### src/rtl/if_fetch_stage.sv
// ---------------------------------------------------------------------------
// if_fetch_stage
//
// Instruction-fetch stage of the pipeline. Owns the PC register, drives the
// instruction-memory request/ready handshake and holds the IF/ID pipeline
// register handed to the decode stage. It obeys the load-use stall controls
// coming from the hazard unit and the branch/jump redirect from ID/EX, and
// it keeps a saturating count of hazard-stall cycles for performance debug.
//
// Ports
//   clk               clock, all state updates on the rising edge
//   reset             synchronous, active-high reset
//   i_if_pc_write     0 = hazard stall, hold the PC
//   i_if_ifid_write   0 = hazard stall, hold IF/ID
//   i_if_flush        branch/jump taken: redirect the PC and squash IF/ID
//   i_if_target       redirect address, qualified by i_if_flush
//   i_if_imem_ready   memory completes the outstanding request this cycle
//   i_if_imem_rdata   fetched instruction, valid when req && ready
//   o_if_imem_req     fetch request
//   o_if_imem_addr    fetch address (the PC; held while a request drains)
//   o_ifid_pc4        PC+4 of the instruction sitting in IF/ID
//   o_ifid_instr      instruction sitting in IF/ID
//   o_ifid_valid      1 = real instruction, 0 = bubble
//   o_if_stall_cnt    saturating count of hazard-stall cycles
//
// The memory handshake is a plain req/ready pair: once a request is raised
// its address must not move until ready is seen. A redirect that arrives
// while a request is still outstanding therefore cannot retarget the fetch
// immediately; the target is parked in a redirect register and the stage
// sits in S_DRAIN until the stale request completes, discarding its data.
// ---------------------------------------------------------------------------
module if_fetch_stage #(
  parameter int                     PC_WIDTH    = 32,
  parameter int                     INSTR_WIDTH = 32,
  parameter logic [PC_WIDTH-1:0]    RESET_PC    = '0,
  parameter logic [INSTR_WIDTH-1:0] NOP_INSTR   = '0,
  parameter int                     CNT_WIDTH   = 16
) (
  input  logic                   clk,
  input  logic                   reset,
  input  logic                   i_if_pc_write,
  input  logic                   i_if_ifid_write,
  input  logic                   i_if_flush,
  input  logic [PC_WIDTH-1:0]    i_if_target,
  input  logic                   i_if_imem_ready,
  input  logic [INSTR_WIDTH-1:0] i_if_imem_rdata,
  output logic                   o_if_imem_req,
  output logic [PC_WIDTH-1:0]    o_if_imem_addr,
  output logic [PC_WIDTH-1:0]    o_ifid_pc4,
  output logic [INSTR_WIDTH-1:0] o_ifid_instr,
  output logic                   o_ifid_valid,
  output logic [CNT_WIDTH-1:0]   o_if_stall_cnt
);

  typedef enum logic [1:0] {
    S_IDLE  = 2'd0,
    S_FETCH = 2'd1,
    S_DRAIN = 2'd2
  } state_t;

  // -------------------------------------------------------------------------
  // State
  // -------------------------------------------------------------------------
  state_t                 r_state;
  logic                   r_req;
  logic [PC_WIDTH-1:0]    r_pc;
  logic [PC_WIDTH-1:0]    r_redirect;
  logic [PC_WIDTH-1:0]    r_ifid_pc4;
  logic [INSTR_WIDTH-1:0] r_ifid_instr;
  logic                   r_ifid_valid;
  logic [CNT_WIDTH-1:0]   r_stall_cnt;

  // -------------------------------------------------------------------------
  // Combinational helpers
  // -------------------------------------------------------------------------
  logic                   w_stall;
  logic                   w_accept;
  logic                   w_cnt_sat;
  logic [PC_WIDTH-1:0]    w_pc_plus4;

  // Either hazard enable being low is treated as one and the same stall.
  assign w_stall    = !i_if_pc_write || !i_if_ifid_write;
  assign w_accept   = r_req && i_if_imem_ready;
  assign w_cnt_sat  = &r_stall_cnt;
  // Natural truncation gives the required modulo-2^PC_WIDTH wrap.
  assign w_pc_plus4 = r_pc + PC_WIDTH'(4);

  // -------------------------------------------------------------------------
  // Sequential logic: FSM, PC, redirect register, IF/ID and stall counter
  // -------------------------------------------------------------------------
  always_ff @(posedge clk) begin
    if (reset) begin
      r_state      <= S_IDLE;
      r_req        <= 1'b0;
      r_pc         <= RESET_PC;
      r_redirect   <= '0;
      r_ifid_pc4   <= '0;
      r_ifid_instr <= NOP_INSTR;
      r_ifid_valid <= 1'b0;
      r_stall_cnt  <= '0;
    end else begin
      // Stall cycles are counted in every state, including during a flush.
      if (w_stall && !w_cnt_sat) begin
        r_stall_cnt <= r_stall_cnt + CNT_WIDTH'(1);
      end

      case (r_state)
        // One quiet cycle after reset before the first request goes out.
        S_IDLE: begin
          if (i_if_flush) begin
            r_pc <= i_if_target;
          end
          r_ifid_instr <= NOP_INSTR;
          r_ifid_valid <= 1'b0;
          r_state      <= S_FETCH;
          r_req        <= 1'b1;
        end

        S_FETCH: begin
          if (i_if_flush && (w_accept || !r_req)) begin
            // The fetched word belongs to the wrong path: drop it and
            // retarget right away, the handshake is free to move.
            r_pc         <= i_if_target;
            r_ifid_instr <= NOP_INSTR;
            r_ifid_valid <= 1'b0;
          end else if (i_if_flush) begin
            // Request still outstanding: its address must stay put, so park
            // the target until the memory lets go of the stale request.
            r_redirect   <= i_if_target;
            r_ifid_instr <= NOP_INSTR;
            r_ifid_valid <= 1'b0;
            r_state      <= S_DRAIN;
          end else if (w_stall) begin
            // Hold PC and IF/ID. A word accepted now is thrown away; the
            // unchanged PC simply fetches it again next cycle.
          end else if (w_accept) begin
            r_pc         <= w_pc_plus4;
            r_ifid_pc4   <= w_pc_plus4;
            r_ifid_instr <= i_if_imem_rdata;
            r_ifid_valid <= 1'b1;
          end else begin
            // Memory wait: bubble into decode, PC4 left as it was.
            r_ifid_instr <= NOP_INSTR;
            r_ifid_valid <= 1'b0;
          end
        end

        S_DRAIN: begin
          r_ifid_instr <= NOP_INSTR;
          r_ifid_valid <= 1'b0;
          if (w_accept) begin
            // Stale word discarded. A flush landing on this very cycle is
            // the newest redirect and takes precedence over the parked one.
            r_pc    <= i_if_flush ? i_if_target : r_redirect;
            r_state <= S_FETCH;
          end else if (i_if_flush) begin
            r_redirect <= i_if_target;
          end
        end

        default: begin
          r_state <= S_IDLE;
          r_req   <= 1'b0;
        end
      endcase
    end
  end

  // -------------------------------------------------------------------------
  // Outputs
  // -------------------------------------------------------------------------
  // The PC is never advanced while a request drains, so it is the fetch
  // address in every state.
  assign o_if_imem_req  = r_req;
  assign o_if_imem_addr = r_pc;
  assign o_ifid_pc4     = r_ifid_pc4;
  assign o_ifid_instr   = r_ifid_instr;
  assign o_ifid_valid   = r_ifid_valid;
  assign o_if_stall_cnt = r_stall_cnt;

endmodule

### config.mk
export PLATFORM = sky130hd
export DESIGN_NAME = if_fetch_stage
export DESIGN_NICKNAME = d
export VERILOG_FILES = /design/src/rtl/if_fetch_stage.sv
export SDC_FILE = /design/constraint.sdc
export NUM_CORES = 1
export LEC_CHECK = 0
export ABC_CLOCK_PERIOD_IN_PS = 5100
export BUFFER_PORTS_ARGS = -buffer_cell sky130_fd_sc_hd__buf_4
export CAP_MARGIN = 20
export CORE_ASPECT_RATIO = 1.1
export CORE_MARGIN = 3
export CORE_UTILIZATION = 30
export DETAILED_ROUTE_END_ITERATION = 7
export SKIP_LAST_GASP = 1
export SLEW_MARGIN = 20
export SYNTH_ARGS = -nofsm -noshare
export SYNTH_HDL_FRONTEND = slang
export SYNTH_SLANG_ARGS = --single-unit
### constraint.sdc
create_clock -name clk -period 5.1 [get_ports clk]
set_input_delay 0.255 -clock clk [delete_from_list [all_inputs] [get_ports clk]]
set_output_delay 0.255 -clock clk [all_outputs]
set_load 0.005 [all_outputs]
* Word-level counts from Yosys, hierarchy flattened
Cells that the tools add are included.
Word-level totals: bits in registers 148, output and inout bits 114, logic and storage cells 71
Cells by class: add/subtract/negate cells 2, equality and inequality tests 11, mux-type cells 26, bitwise logic cells 3, reduce and logical (&&, ||, !) cells 21
Operator list (number):
- $mux W32 | 13
- $pmux W32 S2 | 2
- $pmux W32 S3 | 1
- $add A32 B3 Y32 const B | 1
- $add A16 B1 Y16 const B | 1
- $reduce_and A16 Y1 | 1
- $ne A2 B2 Y1 const B | 5
- $ne A3 B3 Y1 const B | 3
- $mux W2 | 3
- $pmux W2 S3 | 1
- $reduce_and A3 Y1 | 2
- $reduce_and A6 Y1 | 1
- $reduce_and A5 Y1 | 1
- $logic_not A1 Y1 | 4
- $mux W1 | 4
- $ne A4 B4 Y1 const B | 1
- $pmux W1 S2 | 2
- $reduce_bool A2 Y1 | 2
- $reduce_or A2 Y1 | 2
- $logic_and A1 B1 Y1 | 3
- $not A1 Y1 | 3
- $reduce_bool A3 Y1 | 1
- $eq A2 B1 Y1 const B | 1
- $eq A2 B2 Y1 const B | 1
- 3 further kinds | 4

* Longest topological paths before layout
Gate-level depths: netlist of run 1.
word-level depth 6, mapped depth 9, gate-level depth less buffers 7

* Worst setup path after synthesis of run 1
Ideal clock, no wire load.
kind reg-to-reg, start register r_state[1], end register r_pc[25], in the netlist o_if_imem_addr[25], arrival 2.011 ns, data required time 5.008 ns, slack 2.997 ns, cell stages (with the launch flop) 9, period minus slack after synthesis 2.103 ns, cells stage by stage dfxtp_1 > inv_1 > ha_1 > a21o_1 > a2111oi_4 > nand2_2 > buf_6 > or3_1 > o32ai_1
Between the ends: word-level cells in the longest chain between the ends 3, elaborated cells between the ends (all ways) 11
Ends and longest elaborated chain:
- start, declared | line 64 | state_t r_state;
- start signal, assigned | line 93 | r_state <= S_IDLE;
- start signal, assigned | line 115 | r_state <= S_FETCH;
- start signal, assigned | line 132 | r_state <= S_DRAIN;
- $eq A2 B1 Y1, or another cell as far along | line 107 | case (r_state)
- $ne A3 B3 Y1 (no source line), or another cell as far along
- $reduce_and A6 Y1 (no source line)
- end signal, assigned | line 111 | r_pc <= i_if_target;
- end signal, assigned | line 123 | r_pc <= i_if_target;
- end signal, assigned | line 137 | r_pc <= w_pc_plus4;
- end, declared | line 66 | logic [PC_WIDTH-1:0] r_pc;
Parallel ways exist; a longest one is shown, timed or not. A chain may end at the register's enable or synchronous reset.

* Final worst setup path of run 1
start register r_state[0], end register r_pc[16], in the netlist o_if_imem_addr[16]
The elaborated chain is that of the path after synthesis.

==> flow_summary.yaml, run 1 <==
setup_path:
  timing.rr.end: "o_if_imem_addr[16]$_SDFFE_PP0P_"
  cp_slowest_cell: "nor2_1"
  endpoint_kind: "register"
  crit_start: "r_state[0]$_SDFFE_PP0P_"
  critPathBufInv: 1
  required_ns: 5.47
  path_class: "reg -> reg"
  cp.arrival_ns: 3.51
  reg2reg_from: "r_state[0]$_SDFFE_PP0P_"
  reg2regPathDepth: 7
  worst_setup_path_start_kind: "register"
  reg2reg_slack_ns: 1.96
  slowest_delay_ns: 0.56
  cp_max_fo: 32
  path_cells: "inv_1, ha_1, a21o_1, a2111oi_4, nand2_2, nor2_1, a32o_1"
  worst_path_dominant_cell_family: "simple AND/OR/NAND/NOR gates"
power_and_ir_drop:
  p_leak_nw: 3.87
  power_frac_comb: 0.210
  p_switching_mw: 1.11
  clock_power_share: 0.383
  seq_power_share: 0.408
  p_per_area_nw_per_um2: 351
  ir_worst_vdd_mv: 0.248
  swShare: 0.329
  p_int_mw: 2.26
synth:
  synth-edff-count: 0
  ys_seq_area_frac: 0.401
  avgSynthCellArea_um2: 8.39
  ys_async_sr_fraction: 0
  yosys_warnings: 0
  netlist.area_leader.share: 0.401
  synth_seq_cells: 148
  synth.area.top_cells: "dfxtp_1, nor2_1, mux2i_1, a22oi_1, o21ai_0"
  synth_cell_types: 68
  yosys-top-cells-count: "dfxtp_1, nor2_1, o21ai_0"
  syn_area_um2: 7400
  syn_inst: 882
  synth_fp_nets: 958
  yosysMostFrequentCell: "dfxtp_1"
  ys.flop_type: "dfxtp_1"
  yosysTopAreaCell: "dfxtp_1"
timing:
  skew_ns: 0.0135
  hold_violations: 0
  fin_crit_ns: 3.14
  setup_viol: 0
  fin_setup_tns_ns: 0
  max_freq_mhz: 319
  worst_pin_slew_ns: 0.874
  slew_viol_final: 0
  rsz0062_at_grt: "no"
  fin_crit_sh: 0.616
  holdWs_ns: 0.0567
  maxSlewHeadroom: 0.417
flow_run:
  drv_cap: 0
clock_tree:
  cts_max_level: 4
  cts_sinks: 148
  clock_latency_ns: 0.43
  cts_tree: "built"
  post_cts_buffers: 0
  cts_hold_buf: 0
  cts_max_path_buffers: 2
  root_buffer: "clkbuf_16"
  clk_pin_slew_ns: 0.07
  numCtsBuffers: 17
  cts_resized: 0
place:
  routabilityCongestion: 0.879
  place_area_um2: 8960
  port_buffers: 183
  dp_hpwl_um: 16700
die:
  dieHeight_um: 171
  coreArea_um2: 23900
  dieArea_um2: 26600
  die_width_um: 156
  rows: 59
  num_io_pins: 184
  initial_utilization: 0.309
final_layout:
  diodes: 0
  drive_gt1_frac: 0.238
  syn2layout_area_growth_pct: 29.4
  final_nets: 1099
  final_area_um2: 9570
  fillers: 2471
route:
  drc_errors: 0
  drtPass1Iterations: 7
  vias_per_cell: 5.35
  wire_per_inst_um: 18.1
  ant_nets: 0
  drt-initial-drc-count: 669
  vias: 7179
  routed_wl_um: 24300
worst_hold_path:
  hold_path_class: "in -> reg"
  hold_depth: 3
  hold_start: "i_if_imem_rdata[1]"
  min_to: "o_ifid_instr[1]$_SDFFE_PP0P_"
global_routing:
  grt-ovfl-total: 0
  antenna_found_initial: 0
  grt_use_total: 0.178
  grt_pass1_vias: 6771
  grt_max_degree: 76
  grt_pass1_wl_um: 38200
status:
  outcome: "complete, no violations"
==> how the worst max path moves through the flow <==
| stage | endpoint | slack, ns | cells past startpoint |
|---|---|---|---|
| after floorplan | o_if_imem_addr[25]$_SDFFE_PP0P_ | 3.00 | 8 |
| after global placement | o_if_imem_addr[27]$_SDFFE_PP0P_ | 2.04 | 7 |
| after detailed placement | o_if_imem_addr[27]$_SDFFE_PP0P_ | 1.90 | 7 |
| after CTS | o_if_imem_addr[27]$_SDFFE_PP0P_ | 1.91 | 7 |
| after global routing | o_if_imem_addr[11]$_SDFFE_PP0P_ | 1.70 | 7 |
| final | o_if_imem_addr[16]$_SDFFE_PP0P_ | 1.96 | 7 |
==> layout by cell type, fill, tap and decap left out, types with 4 or more instances in the layout <==
master and count:
a211oi_1 14, a21o_1 4, a21oi_1 47, a221o_1 4, a221oi_1 5, a22oi_1 41, a311oi_1 4, a31oi_1 10
a32o_1 9, and2_1 6, and3_1 11, and4_1 5, buf_4 194, clkbuf_16 17, dfxtp_1 148, ha_1 6
inv_1 16, mux2i_1 42, nand2_1 54, nand3_1 25, nand4_1 16, nor2_1 130, nor2b_1 4, nor3_1 21
nor4_1 14, o211ai_1 5, o21ai_0 60, o31a_1 5, o32ai_1 7, or3_1 4, xnor2_1 30, xor2_1 7
==> area by class of cell <==
type / count / area (µm²) / share of cell area
sequential: 148 / 2960 / 0.310
timing repair buffer: 194 / 1460 / 0.152
multi-input combinational: 645 / 4100 / 0.429
tap: 305 / 382 / 0.0399
inverter: 17 / 63.8 / 0.00667
clock inverter: 14 / 164 / 0.0171
clock buffer: 18 / 439 / 0.0459
==> power groups by stage <==
stage          clock [mW]  combinational [mW]  sequential (mW)
4_1_cts              1.32               0.703             1.37
5_1_grt              1.37               0.777             1.38
3_3_place_gp            0               0.693             1.39
3_5_place_dp            0               0.700             1.39
2_1_floorplan           0               0.454             1.35
6_report             1.29               0.706             1.37
==> logic make-up (layout without fill, tap and decap cells) <==
kind of cell	count (synthesis)	in the layout	share of synthesized area
multiplexers	44	44	0.0599
XOR/XNOR	37	37	0.0438
buffers and inverters	89	243	0.0509
AND/OR/NAND/NOR	311	311	0.206
adder cells (fa/ha/maj)	6	6	0.0101
AO/OA/AOI/OAI	247	247	0.229
flip-flops	148	148	0.401
==> state kept, by name, summed over array words and instances (netlist names) <==
name	count
o_if_imem_addr	32
o_ifid_instr	32
o_ifid_pc4	32
o_if_stall_cnt	16
r_redirect	32
o_ifid_valid	1
o_if_imem_req	1
r_state	2
==> layer usage <==
layer  routed length (µm)  GRT usage  share of wire  up-vias
met5                    0          0              0        -
met4                  496     0.0560          0.020        0
met3                 1920     0.0514          0.079       39
met2                10900      0.272           0.45      274
met1                10900      0.244           0.45     3340
li1                     -          -              -     3526
==> stage by stage <==
stage                     std cells  utilization  total power [mW]  setup slack (ns)
after floorplan                 882            -              1.80              3.00
after global placement         1309        0.374              2.09              2.04
after detailed placement       1309        0.374              2.09              1.90
after CTS                      1341        0.400              3.39              1.91
after global routing           1341        0.400              3.53              1.70
final                          1341        0.400              3.36              1.96
==> tightest hold or removal path, stage by stage <==
cell     delay, ns
buf_4         0.08
a22oi_1       0.05
nor2_1        0.07
No activity file was read; power rests on OpenSTA's default activity.
==> run 2: changes to the inputs <==
- ABC_CLOCK_PERIOD_IN_PS: 5100 -> 2700
- clock period: 5.1 -> 2.7 ns (I/O delays scaled with it)
==> run 2 against run 1 <==
  * Cell count up 6.5%
  * Power rose by 89%
  * Maximum frequency is 33% higher
  * Sequential share of layout area fell by 2.3 points
  * Register-to-register slack worse by 1.6 ns
  * Setup slack lost 1.6 ns
  * Worst hold slack got worse by 0.039 ns
  * Via count up 4.7%
  * Global-route usage increased by 0.36 points
  * Core utilization increased by 3.2 points
  * Die area unchanged
  * Sequential power rose by 87%
  * Highest routed layer unchanged
==> flow_summary.yaml, run 2 (synthesis results as in run 1) <==
setup_path:
  worst_setup_path_start_kind: "register"
  endpoint_kind: "register"
  critPathBufInv: 2
  path_cells: "inv_1, ha_1, a21o_1, a2111oi_4, nand2_2, buf_4, or3_1, o32ai_1"
  cp.arrival_ns: 2.69
  cp_slowest_cell: "a2111oi_4"
  path_class: "reg -> reg"
  cp_max_fo: 11
  worst_path_dominant_cell_family: "compound AO/OA/AOI/OAI gates"
  required_ns: 3.03
  slowest_delay_ns: 0.40
global_routing:
  grt_max_degree: 58
  grt_pass1_vias: 7080
  grt_use_total: 0.182
  grt-ovfl-total: 0
  antenna_found_initial: 0
  grt_pass1_wl_um: 39000
clock_tree:
  cts_resized: 0
  cts_sinks: 148
  cts_max_level: 4
  numCtsBuffers: 17
  post_cts_buffers: 0
  clock_latency_ns: 0.43
  cts_tree: "built"
  root_buffer: "clkbuf_16"
  clk_pin_slew_ns: 0.07
  cts_max_path_buffers: 2
timing:
  worst_pin_slew_ns: 0.890
  slew_viol_final: 0
  max_freq_mhz: 424
  fin_setup_tns_ns: 0
  skew_ns: 0.0114
  hold_violations: 0
  rsz0062_at_grt: "no"
  setup_viol: 0
  maxSlewHeadroom: 0.402
  fin_crit_sh: 0.874
  fin_crit_ns: 2.36
power_and_ir_drop:
  p_leak_nw: 4.24
  ir_worst_vdd_mv: 0.441
  total_power_mw: 6.36
  p_per_area_nw_per_um2: 615
flow_run:
  drv_cap: 0
place:
  port_buffers: 183
  dp_hpwl_um: 17400
  routabilityCongestion: 0.847
route:
  drtPass1Iterations: 5
  ant_nets: 0
  drt-initial-drc-count: 611
  wire_per_inst_um: 17.3
  vias_per_cell: 5.26
  routed_wl_um: 24600
  drc_errors: 0
  vias: 7518
final_layout:
  fillers: 2425
  final_common_cell: "buf_4"
  final_cell_mix: "buf_4, dfxtp_1, nor2_1"
  final_nets: 1186
  seqCellArea_um2: 2960
  drive_gt1_frac: 0.239
  multiInputGateArea_um2: 4090
  syn2layout_area_growth_pct: 39.9
  diodes: 0
worst_hold_path:
  hold_path_class: "in -> reg"
die:
  num_io_pins: 184
  initial_utilization: 0.309
  coreArea_um2: 23900
  dieArea_um2: 26600
  die_width_um: 156
  rows: 59
  dieHeight_um: 171
status:
  outcome: "complete, no violations"
-- run 2: changes by cell type in the layout (fill, tap and decap cells not counted) --
cell           before  now
dlygate4sd3_1       0   62
buf_4             194  218
inv_6               3    5
a21o_1              4    5
a21o_2              1    0
buf_12              0    1
bufinv_16           1    0
clkbuf_1            0    1
clkbuf_8            1    0
inv_8               3    2
nor3_1             21   22
nor3_2              3    2
o221ai_1            1    2
o221ai_2            1    0
-- run 2: final timing paths --
path / startpoint / end / slack, ns / depth (start not counted)
hold / removal: i_if_target[29] / r_redirect[29]$_SDFFE_PP0P_ / 0.02 / 3
hold reg to reg: o_ifid_pc4[1]$_SDFFE_PP0P_ / o_ifid_pc4[1]$_SDFFE_PP0P_ / 0.46 / 2
setup reg to reg: r_state[1]$_SDFFE_PP0P_ / o_if_imem_addr[23]$_SDFFE_PP0P_ / 0.34 / 8
setup / recovery: r_state[1]$_SDFFE_PP0P_ / o_if_imem_addr[23]$_SDFFE_PP0P_ / 0.34 / 8
-- run 2: final cells by class --
cell class                      count  area share
Multi-Input combinational cell    645       0.395
Sequential cell                   148       0.286
Timing Repair Buffer              281       0.220
Clock buffer                       18      0.0415
Tap cell                          305      0.0369
Clock inverter                     14      0.0135
Inverter                           17     0.00617
-- run 2: worst min-delay path, stage by stage --
cell and delay (ns):
buf_4 0.12, mux2i_1 0.07, nor2_1 0.08
-- run 2: repair_timing --
| item | CTS | global route |
|---|---|---|
| endpoints found under the setup margin | 0 | 0 |
| endpoints found under the hold margin | 64 | 0 |
| hold buffers | 62 | 0 |
-- run 2: stage by stage --
stage                      util  hold WS [ns]  area (µm²)  cells  worst slack (ns)
after global routing      0.433        0.0384       10300   1428             0.162
after global placement    0.383         0.368        9160   1334             0.430
after CTS                 0.433       0.00594       10300   1428             0.349
after detailed placement  0.383         0.377        9160   1334             0.373
final                     0.433        0.0180       10300   1428             0.341
after floorplan               -         0.279        7400    882             0.597
-- run 2: layer usage --
layer | routed length [µm] | part of all wire | vias up | track usage
met2 | 11400 | 0.46 | 261 | 0.289
met1 | 11000 | 0.44 | 3530 | 0.245
li1 | - | - | 3690 | -
met5 | 0 | 0 | - | 0
met3 | 1670 | 0.068 | 37 | 0.0412
met4 | 567 | 0.023 | 0 | 0.0613
-- run 2: power by group --
part / total, mW / internal [mW] / switching [mW]
registers: 2.56 / 2.34 / 0.227
logic: 1.50 / 0.702 / 0.799
clock network: 2.30 / 1.22 / 1.08
total: 6.36 / 4.26 / 2.10
==> run 3: changes to the inputs <==
- CORE_MARGIN: 3 -> default
==> run 3 against run 2 <==
  * Maximum frequency decreased by 2.5%
  * Clock skew down 0.0013 ns
  * Flip-flop and latch count stayed put
  * Clock-buffer cell count unchanged
  * Worst hold slack worse by 0.0020 ns
  * Sequential power about the same
  * Critical path type unchanged
==> flow_summary.yaml, run 3 (synthesis results as in run 1) <==
status:
  outcome: "complete, no violations"
timing:
  hold_violations: 0
  fin_crit_sh: 0.896
  fin_crit_ns: 2.42
  slew_viol_final: 0
  worst_pin_slew_ns: 0.863
  setup_viol: 0
  skew_ns: 0.0101
  max_freq_mhz: 413
  maxSlewHeadroom: 0.420
  rsz0062_at_grt: "no"
  fin_setup_tns_ns: 0
route:
  drtPass1Iterations: 5
  vias: 7566
  vias_per_cell: 5.31
  drt-initial-drc-count: 646
  ant_nets: 0
  routed_wl_um: 24600
  wire_per_inst_um: 17.3
  drc_errors: 0
setup_path:
  cp.arrival_ns: 2.72
  path_class: "reg -> reg"
  cp_max_fo: 9
  endpoint_kind: "register"
  reg2reg_from: "o_if_imem_addr[2]$_SDFFE_PP0P_"
  required_ns: 3.01
  worst_setup_path_start_kind: "register"
  crit_start: "o_if_imem_addr[2]$_SDFFE_PP0P_"
clock_tree:
  cts_max_level: 4
  numCtsBuffers: 17
  root_buffer: "clkbuf_16"
  cts_tree: "built"
  post_cts_buffers: 0
  cts_resized: 0
  clock_latency_ns: 0.43
  cts_hold_buf: 61
  cts_max_path_buffers: 2
  cts_sinks: 148
  clk_pin_slew_ns: 0.07
final_layout:
  final_nets: 1182
  syn2layout_area_growth_pct: 40.5
  final_cell_mix: "buf_4, dfxtp_1, nor2_1"
  fillers: 2382
  final_common_cell: "buf_4"
  drive_gt1_frac: 0.238
  diodes: 0
  seqCellArea_um2: 2960
  multiInputGateArea_um2: 4090
die:
  rows: 59
  die_width_um: 152
  dieHeight_um: 167
  num_io_pins: 184
  initial_utilization: 0.309
  dieArea_um2: 25300
  coreArea_um2: 23900
place:
  port_buffers: 183
  routabilityCongestion: 0.868
  dp_hpwl_um: 17100
global_routing:
  grt_pass1_vias: 7085
  use_met3: 0.0430
  top_usage_layer: "met2"
  grt-ovfl-total: 0
  grt_use_total: 0.195
  grt_max_degree: 58
  gr-usage-met1: 0.268
  grt_pass1_wl_um: 38800
  antenna_found_initial: 0
  grt.met2_usage: 0.304
power_and_ir_drop:
  swShare: 0.316
  total_power_mw: 6.66
  p_switching_mw: 2.10
  power_frac_comb: 0.223
  p_leak_nw: 4.27
  seq_power_share: 0.385
  p_per_area_nw_per_um2: 641
  clock_power_share: 0.392
  ir_worst_vdd_mv: 0.408
  p_int_mw: 4.56
worst_hold_path:
  hold_start: "i_if_target[29]"
  hold_path_class: "in -> reg"
flow_run:
  drv_cap: 0
## run 3: worst max-delay path, stage by stage (launching register included)
cell	delay [ns]
dfxtp_1	0.54
ha_1	0.44
nand4_1	0.22
nor4_2	0.57
and3_1	0.29
xnor2_1	0.15
a21oi_1	0.09
## run 3: metrics by stage
stage               instances  utilization  setup WS [ns]  hold slack, ns  instance area, µm²
CTS                      1424        0.434          0.295         0.00884               10400
global route             1424        0.434          0.108         0.00251               10400
floorplan                 882            -          0.597           0.279                7400
global placement         1331        0.382          0.279           0.368                9130
finish                   1424        0.434          0.281          0.0160               10400
detailed placement       1331        0.382          0.316           0.376                9130
## run 3: area by class of cell
type,count,area share
Multi-Input combinational cell,645,0.394
Clock inverter,14,0.0201
Clock buffer,18,0.0423
Tap cell,305,0.0367
Sequential cell,148,0.285
Timing Repair Buffer,277,0.216
Inverter,17,0.00614
## run 3: layer usage
| layer | vias up | part of all wire |
|---|---|---|
| met1 | 3570 | 0.44 |
| met2 | 292 | 0.47 |
| li1 | 3683 | - |
| met3 | 21 | 0.077 |
| met5 | - | 0 |
| met4 | 0 | 0.011 |
## run 3: power by group through the flow
stage / clock network (mW) / logic [mW] / registers, mW
2_1_floorplan: 0 / 0.858 / 2.54
3_3_place_gp: 0 / 1.39 / 2.60
3_5_place_dp: 0 / 1.40 / 2.61
4_1_cts: 2.67 / 1.48 / 2.56
5_1_grt: 2.78 / 1.62 / 2.58
6_report: 2.61 / 1.49 / 2.56
## run 3: path summary, 6_finish.rpt
check | cells past startpoint | to | slack, ns
max | 6 | o_ifid_pc4[20]$_SDFFE_PP0P_ | 0.28
min | 3 | r_redirect[29]$_SDFFE_PP0P_ | 0.02
max reg2reg | 6 | o_ifid_pc4[20]$_SDFFE_PP0P_ | 0.28
min reg2reg | 2 | o_ifid_pc4[0]$_SDFFE_PP0P_ | 0.46
